**src/rtl/seq_divider_16by8_pkg.sv**
```systemverilog
// ============================================================================
// Module : seq_divider_16by8_pkg
// Brief  : Shared widths and FSM state encodings for the 16/8 sequential divider.
// Rev    : 1.0  initial release
// ============================================================================
`default_nettype none

package seq_divider_16by8_pkg;

    localparam int C_DW = 16;
    localparam int C_VW = 8;

    typedef enum logic [1:0] {
        ST_IDLE = 2'd0,
        ST_CALC = 2'd1,
        ST_DONE = 2'd2
    } state_t;

endpackage

`default_nettype wire

```
**src/rtl/seq_divider_16by8_step.sv**
```systemverilog
// ============================================================================
// Module : div_restore_step
// Brief  : One combinational restoring-division step (shift, compare, subtract).
// Rev    : 1.0  initial release
// ============================================================================
`default_nettype none

module div_restore_step #(
    parameter int VW = 8
) (
    input  logic [VW:0]   r,
    input  logic          dvd_bit,
    input  logic [VW-1:0] divisor,
    output logic [VW:0]   r_next,
    output logic          q_bit
);

    logic [VW+1:0] w_shift;
    logic [VW:0]   w_diff;

    // r < divisor on entry, so the shifted value stays below 2*divisor and
    // the difference always fits in VW+1 bits.
    assign w_shift = {r, dvd_bit};
    assign q_bit   = (w_shift >= {2'b00, divisor});
    assign w_diff  = w_shift[VW:0] - {1'b0, divisor};
    assign r_next  = q_bit ? w_diff : w_shift[VW:0];

endmodule

`default_nettype wire

```
**src/rtl/seq_divider_16by8.sv**
```systemverilog
// ============================================================================
// Module : seq_divider_16by8
// Brief  : Iterative restoring divider, 16-bit / 8-bit, one quotient bit per clock.
// Rev    : 1.0  initial release
// ============================================================================
`default_nettype none

module seq_divider_16by8
    import seq_divider_16by8_pkg::*;
#(
    parameter int DW = C_DW,
    parameter int VW = C_VW
) (
    input  logic          clk,
    input  logic          rst_n,
    input  logic          in_valid,
    output logic          in_ready,
    input  logic [DW-1:0] dividend,
    input  logic [VW-1:0] divisor,
    output logic          out_valid,
    input  logic          out_ready,
    output logic [DW-1:0] quotient,
    output logic [VW-1:0] remainder,
    output logic          div_by_zero
);

    localparam int CW = $clog2(DW);

    state_t        r_state;
    state_t        w_state_next;
    logic [DW-1:0] r_shift;
    logic [VW-1:0] r_divisor;
    logic [VW:0]   r_rem;
    logic [CW-1:0] r_count;
    logic [DW-1:0] r_quotient;
    logic [VW-1:0] r_remainder;
    logic          r_dbz;
    logic [VW:0]   w_rem_next;
    logic          w_q_bit;

    div_restore_step #(
        .VW (VW)
    ) u_step (
        .r       (r_rem),
        .dvd_bit (r_shift[DW-1]),
        .divisor (r_divisor),
        .r_next  (w_rem_next),
        .q_bit   (w_q_bit)
    );

    always_ff @(posedge clk or negedge rst_n) begin
        if (!rst_n) begin
            r_state <= ST_IDLE;
        end else begin
            r_state <= w_state_next;
        end
    end

    always_comb begin
        w_state_next = r_state;
        in_ready     = 1'b0;
        out_valid    = 1'b0;
        case (r_state)
            ST_IDLE: begin
                in_ready = 1'b1;
                if (in_valid) begin
                    w_state_next = (divisor == '0) ? ST_DONE : ST_CALC;
                end
            end
            ST_CALC: begin
                if (r_count == '0) begin
                    w_state_next = ST_DONE;
                end
            end
            ST_DONE: begin
                out_valid = 1'b1;
                if (out_ready) begin
                    w_state_next = ST_IDLE;
                end
            end
            default: w_state_next = ST_IDLE;
        endcase
    end

    // r_shift starts as the dividend; each step consumes its MSB and shifts a
    // quotient bit in at the LSB, so after DW steps it holds the quotient.
    always_ff @(posedge clk or negedge rst_n) begin
        if (!rst_n) begin
            r_shift     <= '0;
            r_divisor   <= '0;
            r_rem       <= '0;
            r_count     <= '0;
            r_quotient  <= '0;
            r_remainder <= '0;
            r_dbz       <= 1'b0;
        end else begin
            case (r_state)
                ST_IDLE: begin
                    if (in_valid) begin
                        r_shift   <= dividend;
                        r_divisor <= divisor;
                        r_rem     <= '0;
                        r_count   <= CW'(DW - 1);
                        if (divisor == '0) begin
                            r_quotient  <= '1;
                            r_remainder <= dividend[VW-1:0];
                            r_dbz       <= 1'b1;
                        end
                    end
                end
                ST_CALC: begin
                    r_shift <= {r_shift[DW-2:0], w_q_bit};
                    r_rem   <= w_rem_next;
                    r_count <= r_count - 1'b1;
                    if (r_count == '0) begin
                        r_quotient  <= {r_shift[DW-2:0], w_q_bit};
                        r_remainder <= w_rem_next[VW-1:0];
                        r_dbz       <= 1'b0;
                    end
                end
                default: ;
            endcase
        end
    end

    assign quotient    = r_quotient;
    assign remainder   = r_remainder;
    assign div_by_zero = r_dbz;

endmodule

`default_nettype wire

```
**config.mk**
```make
export PLATFORM = sky130hd
export DESIGN_NAME = seq_divider_16by8
export DESIGN_NICKNAME = d
export VERILOG_FILES = /design/src/rtl/seq_divider_16by8_pkg.sv /design/src/rtl/seq_divider_16by8_step.sv /design/src/rtl/seq_divider_16by8.sv
export SDC_FILE = /design/constraint.sdc
export NUM_CORES = 1
export LEC_CHECK = 0
export ABC_AREA = 1
export CORE_MARGIN = 8
export CORE_UTILIZATION = 45
export DETAILED_ROUTE_END_ITERATION = 6
export PLACE_DENSITY = 0.7
export RECOVER_POWER = 50
export SLEW_MARGIN = 20
export SYNTH_ARGS = -nofsm -noshare
export SYNTH_HDL_FRONTEND = slang
export SYNTH_SLANG_ARGS = --single-unit
export TNS_END_PERCENT = 5
```
**constraint.sdc**
```tcl
create_clock -name clk -period 2.2 [get_ports clk]
set_input_delay 0.22 -clock clk [delete_from_list [all_inputs] [get_ports clk]]
set_output_delay 0.22 -clock clk [all_outputs]
set_load 0.01 [all_outputs]
```
# After elaboration in Yosys (flattened, before gate mapping)

Index checks and enable logic that the tools add are counted.

Add/sub/neg operators: 2
Magnitude comparators: 1
Equality and inequality tests: 6
Mux-type cells: 26
Reduce and logical (&&, ||, !) cells: 8

Operator list:

| kind                                                | count |
|---|---|
| two-way mux 16 bit                                  | 4 |
| one-hot mux 16 bit (2 select lines)                 | 2 |
| two-way mux 8 bit                                   | 3 |
| two-way mux 9 bit                                   | 2 |
| one-hot mux 9 bit (2 select lines)                  | 1 |
| one-hot mux 8 bit (2 select lines)                  | 1 |
| >= comparator 10 x 8 -> 1 bit                       | 1 |
| subtractor 9 x 8 -> 9 bit                           | 1 |
| logical NOT 8 bit                                   | 1 |
| two-way mux 2 bit                                   | 4 |
| != test 2 bit, second input constant                | 4 |
| one-hot mux 4 bit (2 select lines)                  | 1 |
| one-hot mux 2 bit (3 select lines)                  | 1 |
| two-way mux 1 bit                                   | 5 |
| logical NOT 4 bit                                   | 1 |
| two-way mux 4 bit                                   | 1 |
| AND reduction 2 bit                                 | 2 |
| AND reduction 4 bit                                 | 1 |
| subtractor 4 x 1 -> 4 bit, second input constant    | 1 |
| AND reduction 3 bit                                 | 1 |
| equality test 2 x 1 -> 1 bit, second input constant | 1 |
| equality test 2 bit, second input constant          | 1 |
| logical NOT 2 bit                                   | 1 |
| one-hot mux 1 bit (2 select lines)                  | 1 |
| nonzero test 2 bit                                  | 1 |

Register bits after elaboration: 64
Bits of input ports: 28
Output and inout port bits: 27
Word-level logic and storage cells: 51

# Logic depth before layout (Yosys ltp)

Gate-level depths: netlist of run 1.

Depth after elaboration: 4
Depth in mapped cells: 14
Gate-level depth less buffers: 14

# By module

Synthesis of run 1 repeated with hierarchy kept, for this count alone.

Cell total of the unflattened synthesis: 438
Area, all modules: 3513.4 um^2

By module, submodules not included:

| module            | instances | cells an instance | area an instance (um^2) | seq. area each (um^2) |
|---|---|---|---|---|
| seq_divider_16by8 | 1         | 319               | 2847.7                  | 1601.5 |
| div_restore_step  | 1         | 119               | 665.6                   | 0.0 |

# Worst setup path after synthesis of run 1

OpenSTA, ideal clock, no wires.

Path type: reg2reg
Start: register r_shift[15]
End: register r_remainder[5] (netlist: remainder[5])
Setup time: 63 ps
Arrival: 1889 ps
Required time: 2137 ps
Setup slack: 249 ps
Cell stages (with the launch flop): 14
Buffers on the path: 0
Period minus slack after synthesis: 1951 ps
Cells stage by stage: dfrtp_1 -> inv_1 -> ha_1 -> inv_1 -> fa_1 -> nand3_1 -> nand3_2 -> nand2_1 -> nand3_2 -> nor2_2 -> nand2_1 -> nand3_1 -> nand2_1 -> inv_1

Cells in the longest elaborated chain, start to end: 4

Ends and longest elaborated chain:

| what                                                                              | RTL line                                                   | RTL |
|---|---|---|
| start: declaration                                                                | seq_divider_16by8.sv:31                                    | `logic [DW-1:0] r_shift;` |
| start signal: assignment                                                          | seq_divider_16by8.sv:100                                   | `r_shift <= dividend;` |
| start signal: assignment                                                          | seq_divider_16by8.sv:112                                   | `r_shift <= {r_shift[DW-2:0], w_q_bit};` |
| subtractor 9 x 8 -> 9 bit / >= comparator 10 x 8 -> 1 bit (equally long branches) | seq_divider_16by8_step.sv:25, seq_divider_16by8_step.sv:24 |  |
| two-way mux 9 bit (*)                                                             | seq_divider_16by8_step.sv:26                               | `assign r_next = q_bit ? w_diff : w_shift[VW:0];` |
| two-way mux 8 bit (*)                                                             | seq_divider_16by8.sv:115                                   | `if (r_count == '0) begin` |
| one-hot mux 8 bit (2 select lines) (*)                                            | seq_divider_16by8.sv:97                                    | `case (r_state)` |
| end signal: assignment                                                            | seq_divider_16by8.sv:106                                   | `r_remainder <= dividend[VW-1:0];` |
| end signal: assignment                                                            | seq_divider_16by8.sv:117                                   | `r_remainder <= w_rem_next[VW-1:0];` |
| end: declaration                                                                  | seq_divider_16by8.sv:36                                    | `logic [VW-1:0] r_remainder;` |

Every way passes the cells marked *; elsewhere a longest branch is shown, timed or not. The select of a mux whose other input is x is not followed.
A chain may end at the register's enable or synchronous reset.

# Worst setup path after layout of run 1

Start: register r_shift[15]
End: register r_remainder[7] (netlist: remainder[7])

Same word-level chain as after synthesis.

==> summary.md, run 1 <==
| Metric | Value |
|---|---|
| Status | `completed` |
| Largest net degree at the start of global routing | `41` |
| Post-Synthesis Cells | `~410` |
| Final hold violation count | `0` |
| R2R setup slack | `0.23 ns` |
| Crit path time final | `1.97 ns` |
| Die area | `0.0102 mm^2` |
| Layout cell share with drive strength beyond 1 | `7.13%` |
| Setup crit start kind | `register` |
| Die Height | `101 um` |
| Max_cap viols | `0` |
| Starting Density | `45.5%` |
| Max stage delay cell, worst path | `dfrtp_1` |
| Post-layout nets | `510` |
| Finished Layout Cells | `576` |
| Most frequent CP cell | `inv_1` |
| Final setup fails | `0` |
| Multi-input logic area | `between 0.001 and 0.0015 mm^2` |
| CTS tree | `done` |
| Core area | `0.00714 mm^2` |
| Area share of the largest cell type after synthesis | `approximately half` |
| Rel. slew slack | `a little over a tenth` |
| ANT nets after route | `0` |
| Fillers | `674` |
| VDD IR-drop max | `about 0.74 mV` |
| DRC errors left | `0` |
| Syn_nets | `451` |
| CP startpoint | `r_shift[15]$_DFFE_PN0P_` |
| Setup Skew | `0.00809 ns` |
| Worst hold path class | `in -> reg` |
| Critical Path Stages | `14` |
| Initial antenna violation count | `0` |
| CP arrival | `2.24 ns` |
| Kind of critical path | `reg -> reg` |
| Worst-margin pin slew | `between 1 and 1.5 ns` |
| Leading area contributor after synthesis | `dfrtp_1` |
| Layout area overhead | `25.8%` |
| Post-route core utilization | `between 50% and 60%` |
| Max Slew Vio Count | `0` |
| Power, Total | `6.30 mW` |
| Pre-antenna DRT Iters | `5` |
| Via density | `4.82` |
| # rows | `31` |
| CTS root buf | `clkbuf_8` |
| DRT iter0 DRCs | `157` |
| Post-CTS Setup Repair Bufs | `0` |
| Pleak | `2.06 nW` |
| Routed WL | `approximately 7.6 mm` |
| Pwr dens | `1540 mW/mm^2` |
| Largest cells by area after synthesis | `dfrtp_1, nand2_1, inv_1` |
| Total CTS buffers | `9` |
| Fin crit share | `roughly nine tenths` |
| Crit path capture type | `register` |
| Worst skew pair latency | `0.34 ns` |
| Synth unique cells | `28` |
| Placed cells | `559` |
| Worst hold slack | `0.462 ns` |
| GRT overflow | `0` |
| Total negative slack | `0 ns` |
| DP HPWL | `5.56 mm` |
| Worst reg2reg path depth | `14` |
| Worst Path Buf+Inv | `4` |
| Via count | `2779` |
| Critical path's top delay family | `simple AND/OR/NAND/NOR gates` |
| PortBufs | `54` |
| Worst setup path end | `remainder[7]$_DFFE_PN0P_` |
| Critical path fanouts, max | `9` |
| Clk sink count | `64` |
| Max stage delay on crit path | `0.38 ns` |
| Vias in the first global route | `2777` |
| IO Count | `55` |
| Gr usage total | `15.9%` |
| Clock slew at reported path FFs | `0.07 ns` |
| WP data required | `2.47 ns` |
| Die Width | `101 um` |
| R2r endpoint | `remainder[7]$_DFFE_PN0P_` |
| Cell Chain, Critical Path | `inv_1 -> ha_1 -> inv_1 -> fa_2 -> nand3_1 -> nand3_2 -> nand2_2 -> nand3_4 -> nor2_2 -> buf_6 -> nand2_1 -> nand3_1 -> nand2_1 -> inv_1` |
| RR Startpoint | `r_shift[15]$_DFFE_PN0P_` |
| Seq cells post-synth | `64` |
| Post-Syn Area per Cell | `7.86 um^2` |
| N_diodes | `0` |
| Max clock buf depth | `2` |
| First-pass GRT wire length | `12.7 mm` |
| Drt wl/cell | `13.1 um` |
| RSZ-0062 raised after global routing | `false` |
| Reg area | `between 0.0015 and 0.002 mm^2` |
| # H-tree levels | `3` |
| YS warnings | `0` |
| Netlist area before placement | `0.00325 mm^2` |
| RD Place Congestion | `0.864` |
| FMAX | `0.508 GHz` |
| Sequential-to-total area share from yosys stat | `roughly 49%` |
## worst register-to-register path, cell delays in order (launching register included)
cell	delay [ns]
dfrtp_1	0.38
inv_1	0.07
ha_1	0.13
inv_1	0.06
fa_2	0.35
nand3_1	0.11
nand3_2	0.10
nand2_2	0.10
nand3_4	0.11
nor2_2	0.11
buf_6	0.14
nand2_1	0.08
nand3_1	0.08
nand2_1	0.05
inv_1	0.05
## worst min-delay path by stage
stage / from / to / cells past startpoint
finish: divisor[7] / r_divisor[7]$_DFFE_PN0P_ / 3
global route: divisor[4] / r_divisor[4]$_DFFE_PN0P_ / 3
CTS: rst_n / div_by_zero$_DFFE_PN0P_ / 2
detailed placement: rst_n / div_by_zero$_DFFE_PN0P_ / 1
global placement: rst_n / div_by_zero$_DFFE_PN0P_ / 1
floorplan: rst_n / div_by_zero$_DFFE_PN0P_ / 0
## kinds of logic (layout without fill, tap and decap cells)
family                   after synthesis  after routing  share of synthesized area [%]
buffers and inverters                 76            140                           9.37
flip-flops                            64             64                           49.3
AND/OR/NAND/NOR                      201            201                           26.2
AO/OA/AOI/OAI                         57             57                           9.60
XOR/XNOR                               4              4                           1.08
adder cells (fa/ha/maj)               10             10                           4.09
multiplexers                           1              1                          0.308
## synth_stat cells (all sizes together)
cell / n
or2: 8
xor2: 4
a21oi: 13
inv: 63
buf: 6
nand4: 1
nand3: 35
nor2: 44
nor3: 2
clkbuf: 7
ha: 9
nand3b: 2
fa: 1
mux2i: 1
o21ai: 34
o211ai: 1
o31ai: 7
o221ai: 1
nand2: 109
dfrtp: 64
a211oi: 1
## metal layers
layer  track usage (%)  wire length, um  share of wire [%]
met1              19.7             3350                 44
met3              3.52              500                6.6
met4              6.87               83                1.1
met5                 0                0                  0
met2              25.9             3620                 48
## final cells by class
type                    count  share of cell area, %
well taps                  99                   3.03
clock inverters             3                  0.429
inverters                  63                   5.79
multi-input cells         273                   33.1
clock buffers              13                   3.65
flip-flops and latches     64                   39.2
repair buffers             61                   14.7
## what timing repair did
action | 4_1_cts | 5_1_grt
resized for setup | 0 | 4
endpoints found under the hold margin | 24 | 0
endpoints found under the setup margin | 0 | 13
hold buffers | 1 | 0
## stage by stage
step | setup slack (ns) | cell area, um^2
finish | 0.233 | 4080
global route | 0.0165 | 4080
CTS | 0.0946 | 4070
detailed placement | 0.124 | 3890
global placement | 0.192 | 3890
floorplan | 0.249 | 3250
## flip-flops by register name, indices dropped and copies added, names as in the netlist
signal,flops
quotient,16
r_shift,16
r_rem,9
r_divisor,8
remainder,8
r_count,4
r_state,2
div_by_zero,1
## power by group
group          internal (mW)  switching (mW)  total, mW
clock                  0.437           0.429      0.866
sequential              1.72           0.302       2.02
combinational           1.37            2.04       3.41
## cell usage in the layout (no fill, tap or decap), types with 2 or more instances in the layout
master	synthesis	layout
nand2_1	107	106
dfrtp_1	64	64
inv_1	60	60
clkdlybuf4s50_1	0	52
nor2_1	42	42
o21ai_0	34	34
nand3_1	33	33
a21oi_1	13	13
clkbuf_8	0	10
ha_1	9	9
o31ai_1	7	7
or2_2	5	5
clkbuf_1	7	5
xor2_1	4	4
inv_2	3	3
nand2_2	2	3
or2_0	3	3
buf_4	2	3
nor2_2	2	2
nand3b_1	2	2
nor3_1	2	2
clkinv_2	0	2
dlygate4sd3_1	0	2
(Power assumes the default switching activity.)
==> run 2, diff against run 1 <==
CTS_CLUSTER_SIZE = 10   (was unset)
SETUP_SLACK_MARGIN = 0.4   (was unset)
SYNTH_HIERARCHICAL = 1   (was unset)
==> run 2 against run 1 <==
Net effect:
- register-to-register slack lost 0.09 ns
- core utilization grew 0.99 points
- synthesized area grew 8.2%
- largest cell class is now multi-input combinational cells
==> summary.md, run 2 <==
| Metric | Value |
|---|---|
| Via count | `3052` |
| Most common cell after layout, fill and taps aside | `nand2_1` |
| Largest net degree at the start of global routing | `53` |
| DRT iter0 DRCs | `148` |
| Area share of the largest cell type after synthesis | `45.6%` |
| Pwr dens | `1800 mW/mm^2` |
| Met2 WL post-DR | `4.18 mm` |
| Kind of critical path | `reg -> reg` |
| Post-Synthesis Cells | `438` |
| Worst hold slack | `0.425 ns` |
| Initial antenna violation count | `0` |
| NetSw | `roughly 3.7 mW` |
| Pleak | `2.22 nW` |
| Max_cap viols | `0` |
| Leading area contributor after synthesis | `dfrtp_1` |
| Total CTS buffers | `9` |
| CTS tree | `done` |
| Clk sink count | `64` |
| Core area | `0.00765 mm^2` |
| First-pass GRT wire length | `14.7 mm` |
| Leading cell types by count after synthesis | `nand2_1, dfrtp_1, inv_1` |
| Pre-antenna DRT Iters | `5` |
| Max clock buf depth | `2` |
| Status | `completed` |
| Commonest non-fill, non-tap cells in the layout | `nand2_1, dfrtp_1, inv_1, clkdlybuf4s50_1, nand3_1` |
| GRT overflow | `0` |
| Worst skew pair latency | `between 0.3 and 0.4 ns` |
| Pint | `4.29 mW` |
| Crit path capture type | `register` |
| Clk pwr share | `12.8%` |
| # H-tree levels | `3` |
| Starting Density | `45.9%` |
| Final hold violation count | `0` |
| Main synth FF type | `dfrtp_1` |
| Top Layer Used | `met4` |
| WL met3 | `a little over 400 um` |
| M1 WL | `3.91 mm` |
| DP HPWL | `6.01 mm` |
| Layout area overhead | `26.7%` |
| Die Height | `104 um` |
| CP arrival | `2.33 ns` |
| Netlist area before placement | `0.00351 mm^2` |
| Sequential-to-total area share from yosys stat | `45.6%` |
| RD Place Congestion | `0.885` |
| Vias in the first global route | `3061` |
| Post-layout nets | `538` |
| PortBufs | `54` |
| Post-synth EDFFs | `0` |
| Drt wl/cell | `between 10 and 15 um` |
| Final setup fails | `0` |
| CTS root buf | `clkbuf_8` |
| ANT nets after route | `0` |
| FMAX | `a little under 0.5 GHz` |
| Critical path fanouts, max | `5` |
| Logic gate share of total power | `between 60% and 70%` |
| Worst hold path class | `in -> async` |
| Post-Syn Area per Cell | `8.02 um^2` |
| Layout cell share with drive strength beyond 1 | `14.7%` |
| Largest cells by area after synthesis | `dfrtp_1, nand2_1, nand3_1` |
| Fraction of registers with async set/reset | `100%` |
| IO Count | `55` |
| Routed WL | `around 8.6 mm` |
| Max Slew Vio Count | `0` |
| Synth unique cells | `33` |
| Worst reg2reg path depth | `15` |
| Top-count cell post-synth | `nand2_1` |
| Seq cells post-synth | `64` |
| Crit path time final | `2.06 ns` |
| Via density | `5.03` |
| Setup Skew | `about 0.0080 ns` |
| Clock slew at reported path FFs | `~0.070 ns` |
| RSZ-0062 raised after global routing | `true` |
| YS warnings | `6` |
| Worst-margin pin slew | `0.709 ns` |
| Gr usage total | `16.3%` |
| Fin crit share | `93.5%` |
| Die area | `0.0109 mm^2` |
| Setup crit start kind | `register` |
| Finished Layout Cells | `607` |
| DRC errors left | `0` |
| Placed cells | `582` |
| # rows | `32` |
| Syn_nets | `between 400 and 500` |
| N_diodes | `0` |
| Rel. slew slack | `52.7%` |
| Switching Share | `46.5%` |
| VDD IR-drop max | `approximately 1.5 mV` |
| WP data required | `~2.5 ns` |
| Sequential share of power | `26.9%` |
| Die Width | `104 um` |
-- run 2: cell count changes in the layout (fill, tap and decap cells not counted), moves of 7 or more --
cell / previous run / this run
nand2_1: 106 / 148
nor2_1: 42 / 10
o21ai_0: 34 / 20
a21oi_1: 13 / 1
o211ai_1: 1 / 10
buf_4: 3 / 11
o31ai_1: 7 / 0
-- run 2: metrics by stage --
step	power [mW]	setup slack, ns	instance area (um^2)	TNS [ns]	utilization [%]
final	8.03	0.142	4450	0	58.2
after global routing	8.79	-0.0246	4450	-0.0435	58.2
after detailed placement	6.60	-0.00426	4130	-0.00426	54.0
after global placement	6.47	0.119	4130	0	54.0
after CTS	7.88	0.102	4400	0	57.6
after floorplan	5.32	0.223	3520	0	-
-- run 2: final cells by class --
cell class,instances,area (um^2)
Sequential cell,64,1600
Fill cell,710,3200
Multi-Input combinational cell,296,1650
Clock buffer,13,159
Tap cell,102,128
Timing Repair Buffer,67,634
Clock inverter,3,40.0
Inverter,62,235
-- run 2: path summary, 6_finish.rpt --
check / from / endpoint / slack [ns]
setup / recovery: r_shift[15]$_DFFE_PN0P_ / remainder[4]$_DFFE_PN0P_ / 0.14
hold / removal: rst_n / quotient[12]$_DFFE_PN0P_ / 0.42
setup reg to reg: r_shift[15]$_DFFE_PN0P_ / remainder[4]$_DFFE_PN0P_ / 0.14
hold reg to reg: quotient[13]$_DFFE_PN0P_ / quotient[13]$_DFFE_PN0P_ / 0.47
max in group asynchronous: rst_n / r_state[1]$_DFFE_PN0P_ / 0.52
min in group clk: quotient[13]$_DFFE_PN0P_ / quotient[13]$_DFFE_PN0P_ / 0.47
-- run 2: cells by family (layout without fill, tap and decap cells) --
group	Yosys count	count (layout)	share of synthesized area (%)
XOR/XNOR	3	3	0.748
AO/OA/AOI/OAI	50	50	9.58
multiplexers	7	7	2.21
AND/OR/NAND/NOR	225	226	28.5
adder cells (fa/ha/maj)	10	10	3.78
flip-flops	64	64	45.6
buffers and inverters	79	145	9.58
-- run 2: power groups by stage --
| stage | Combinational, mW | Clock (mW) | Sequential, mW |
|---|---|---|---|
| after global routing | 5.46 | 1.10 | 2.23 |
| final | 4.84 | 1.03 | 2.16 |
| after CTS | 4.68 | 1.05 | 2.15 |
| after global placement | 4.33 | 0 | 2.14 |
| after floorplan | 3.15 | 0 | 2.17 |
| after detailed placement | 4.44 | 0 | 2.16 |
-- run 2: metal layers --
layer / vias up / track usage, %
met3: 10 / 3.28
li1: 1528 / -
met1: 1435 / 20.3
met4: 0 / 5.27
met5: - / 0
met2: 79 / 27.5
-- run 2: worst max-delay path: stages (launching register included) --
cell     delay [ns]
dfrtp_1        0.39
inv_1          0.06
ha_2           0.16
inv_2          0.04
fa_2           0.34
nand3_2        0.11
nand3_4        0.08
nand2_4        0.10
nand2_4        0.08
nor2_8         0.13
nand3_2        0.09
nand2_2        0.08
inv_2          0.04
o21ai_2        0.14
nand3_1        0.09
nand2_1        0.08
-- run 2: repair_timing --
action / 4_1_cts / 5_1_grt
setup endpoints to repair: 28 / 37
setup buffers: 4 / 3
resized for setup: 15 / 12
gates cloned: 1 / 0
hold buffers: 1 / 0
endpoints found under the hold margin: 12 / 0
pin swaps: 10 / 19
==> run 3, diff against run 2 <==
CORE_ASPECT_RATIO = 1.5   (was unset)
DONT_BUFFER_PORTS = 1   (was unset)
PLACE_DENSITY = 0.61   (was 0.7)
==> run 3 against run 2 <==
Net effect:
- power fell by 2.5%
- largest power group unchanged
- die area rose by 0.54%
- largest cell class unchanged
- clock skew fell by 0.00053 ns
- critical endpoint is now quotient[0]$_DFFE_PN0P_
- cell area fell by 9.5%
- highest routed layer unchanged
- clock power rose by 33%
- sequential power rose by 6%
==> summary.md, run 3 (synthesis results as in run 2) <==
| Metric | Value |
|---|---|
| Status | `completed` |
| Power, Total | `7.83 mW` |
| Via count | `around 2800` |
| Crit path time final | `between 2 and 2.5 ns` |
| RSZ-0062 raised after global routing | `true` |
| Clk sink count | `64` |
| PortBufs | `0` |
| Clock slew at reported path FFs | `0.05 ns` |
| Switching Share | `a little under half` |
| RD Place Congestion | `0.844` |
| DP HPWL | `5.73 mm` |
| Worst skew pair latency | `0.33 ns` |
| Total CTS buffers | `9` |
| Sequential share of power | `29.3%` |
| Largest net degree at the start of global routing | `65` |
| Vias in the first global route | `between 2000 and 3000` |
| CTS root buf | `clkbuf_16` |
| # rows | `39` |
| Worst-margin pin slew | `1.41 ns` |
| ANT nets after route | `0` |
| Final setup fails | `0` |
| Logic gate share of total power | `53.2%` |
| VDD IR-drop max | `0.717 mV` |
| First-pass GRT wire length | `roughly 14 mm` |
| Layout cell share with drive strength beyond 1 | `around 18%` |
| Critical path fanouts, max | `11` |
| Via density | `~5.1` |
| Die Width | `88.1 um` |
| Setup crit start kind | `register` |
| CTS tree | `done` |
| Initial antenna violation count | `0` |
| R2R setup slack | `0.14 ns` |
| Rel. slew slack | `5.87%` |
| Pwr dens | `1940 mW/mm^2` |
| Pre-antenna DRT Iters | `5` |
| Most common cell after layout, fill and taps aside | `nand2_1` |
| Setup Skew | `0.00745 ns` |
| Pleak | `~2.1 nW` |
| Max clock buf depth | `2` |
| Starting Density | `46.2%` |
| DRC errors left | `0` |
| Pint | `4.17 mW` |
| Max_cap viols | `0` |
| Commonest non-fill, non-tap cells in the layout | `nand2_1, dfrtp_1, inv_1, nand3_1, o21ai_0` |
| Drt wl/cell | `14.9 um` |
| Clk pwr share | `17.5%` |
| Core area | `0.00761 mm^2` |
| Gr usage total | `15.8%` |
| NetSw | `approximately 3.7 mW` |
| Layout area overhead | `14.6%` |
| WP data required | `~2.4 ns` |
| Post-place setup slack | `-0.0375 ns` |
| N_diodes | `0` |
| Die Height | `124 um` |
| IO Count | `55` |
| Die area | `0.0109 mm^2` |
| DRT iter0 DRCs | `129` |
| Crit path capture type | `register` |
| # H-tree levels | `3` |
| Routed WL | `between 8 and 9 mm` |
| Fin crit share | `a little over nine tenths` |
| Final hold violation count | `0` |
| CP arrival | `roughly 2.3 ns` |
| Max Slew Vio Count | `0` |
| Worst hold path class | `in -> reg` |
| Post-route worst setup slack | `0.137 ns` |
| FMAX | `0.485 GHz` |
| GRT overflow | `0` |
| Post-layout nets | `just under 500` |
| Kind of critical path | `reg -> reg` |
[run 3: cell count changes in the layout (fill, tap and decap cells not counted), moves of 2 or more]
cell / change
clkbuf_1: -2
nand3_2: +2
clkbuf_8: -10
clkdlybuf4s50_1: -53
inv_1: -2
clkbuf_16: +9
buf_4: -2
o21ai_2: +4
inv_2: +2
o21ai_1: -4
[run 3: timing repair]
action	4_1_cts	5_1_grt
pin swaps	11	13
buffers inserted	4	1
hold endpoints to repair	64	0
hold buffers	2	0
cloned	1	0
resized for setup	17	20
setup endpoints to repair	28	40
[run 3: critical path, stage by stage (launching register included)]
cell and delay [ns]:
dfrtp_1 0.39, inv_2 0.08, ha_4 0.13, inv_2 0.04
fa_2 0.35, nand3_2 0.09, nand3_2 0.09, nand2_4 0.13
nand4_4 0.18, or2_2 0.35, nand3_1 0.09, nand2_1 0.05
[run 3: stage by stage]
step | TNS, ns | util, % | hold WS (ns) | std cells | area, um^2
final | 0 | 52.9 | 0.0417 | 550 | 4030
after global routing | 0 | 52.9 | 0.0400 | 550 | 4030
after CTS | 0 | 52.4 | 0.0344 | 549 | 3990
after detailed placement | -0.0375 | 47.0 | -0.0735 | 527 | 3570
after global placement | -0.0336 | 47.0 | -0.0735 | 527 | 3570
after floorplan | 0 | - | -0.0756 | 438 | 3520
[run 3: worst paths after layout]
kind                                    startpoint  depth (start not counted)                  endpoint
setup reg to reg           r_shift[15]$_DFFE_PN0P_                         11   quotient[0]$_DFFE_PN0P_
max in group asynchronous                    rst_n                          2  r_divisor[0]$_DFFE_PN0P_
min in group asynchronous                    rst_n                          2  quotient[15]$_DFFE_PN0P_
setup / recovery           r_shift[15]$_DFFE_PN0P_                         11   quotient[0]$_DFFE_PN0P_
hold reg to reg             r_shift[7]$_DFFE_PN0P_                          2    r_shift[7]$_DFFE_PN0P_
hold / removal                          divisor[4]                          1  r_divisor[4]$_DFFE_PN0P_
[run 3: cell type report]
cell class	instances	area (um^2)
clock inverter	4	45.0
multi-input combinational	296	1690
tap	102	128
inverter	62	235
timing repair buffer	11	82.6
fill	733	3590
sequential	64	1600
clock buffer	11	243
[run 3: routing by layer]
metal	track usage (%)	up-vias	routed length, um
li1	-	1415	-
met1	18.1	1305	3370
met2	25.7	55	4170
met3	4.16	18	418
met4	8.51	0	255
met5	0	-	0
[run 3: power by group through the flow]
stage	Clock, mW	Sequential [mW]	Combinational [mW]
final	1.37	2.29	4.16
after global routing	1.45	2.37	4.78
after CTS	1.40	2.29	4.02
after detailed placement	0	2.30	3.74
after global placement	0	2.29	3.68
after floorplan	0	2.17	3.15
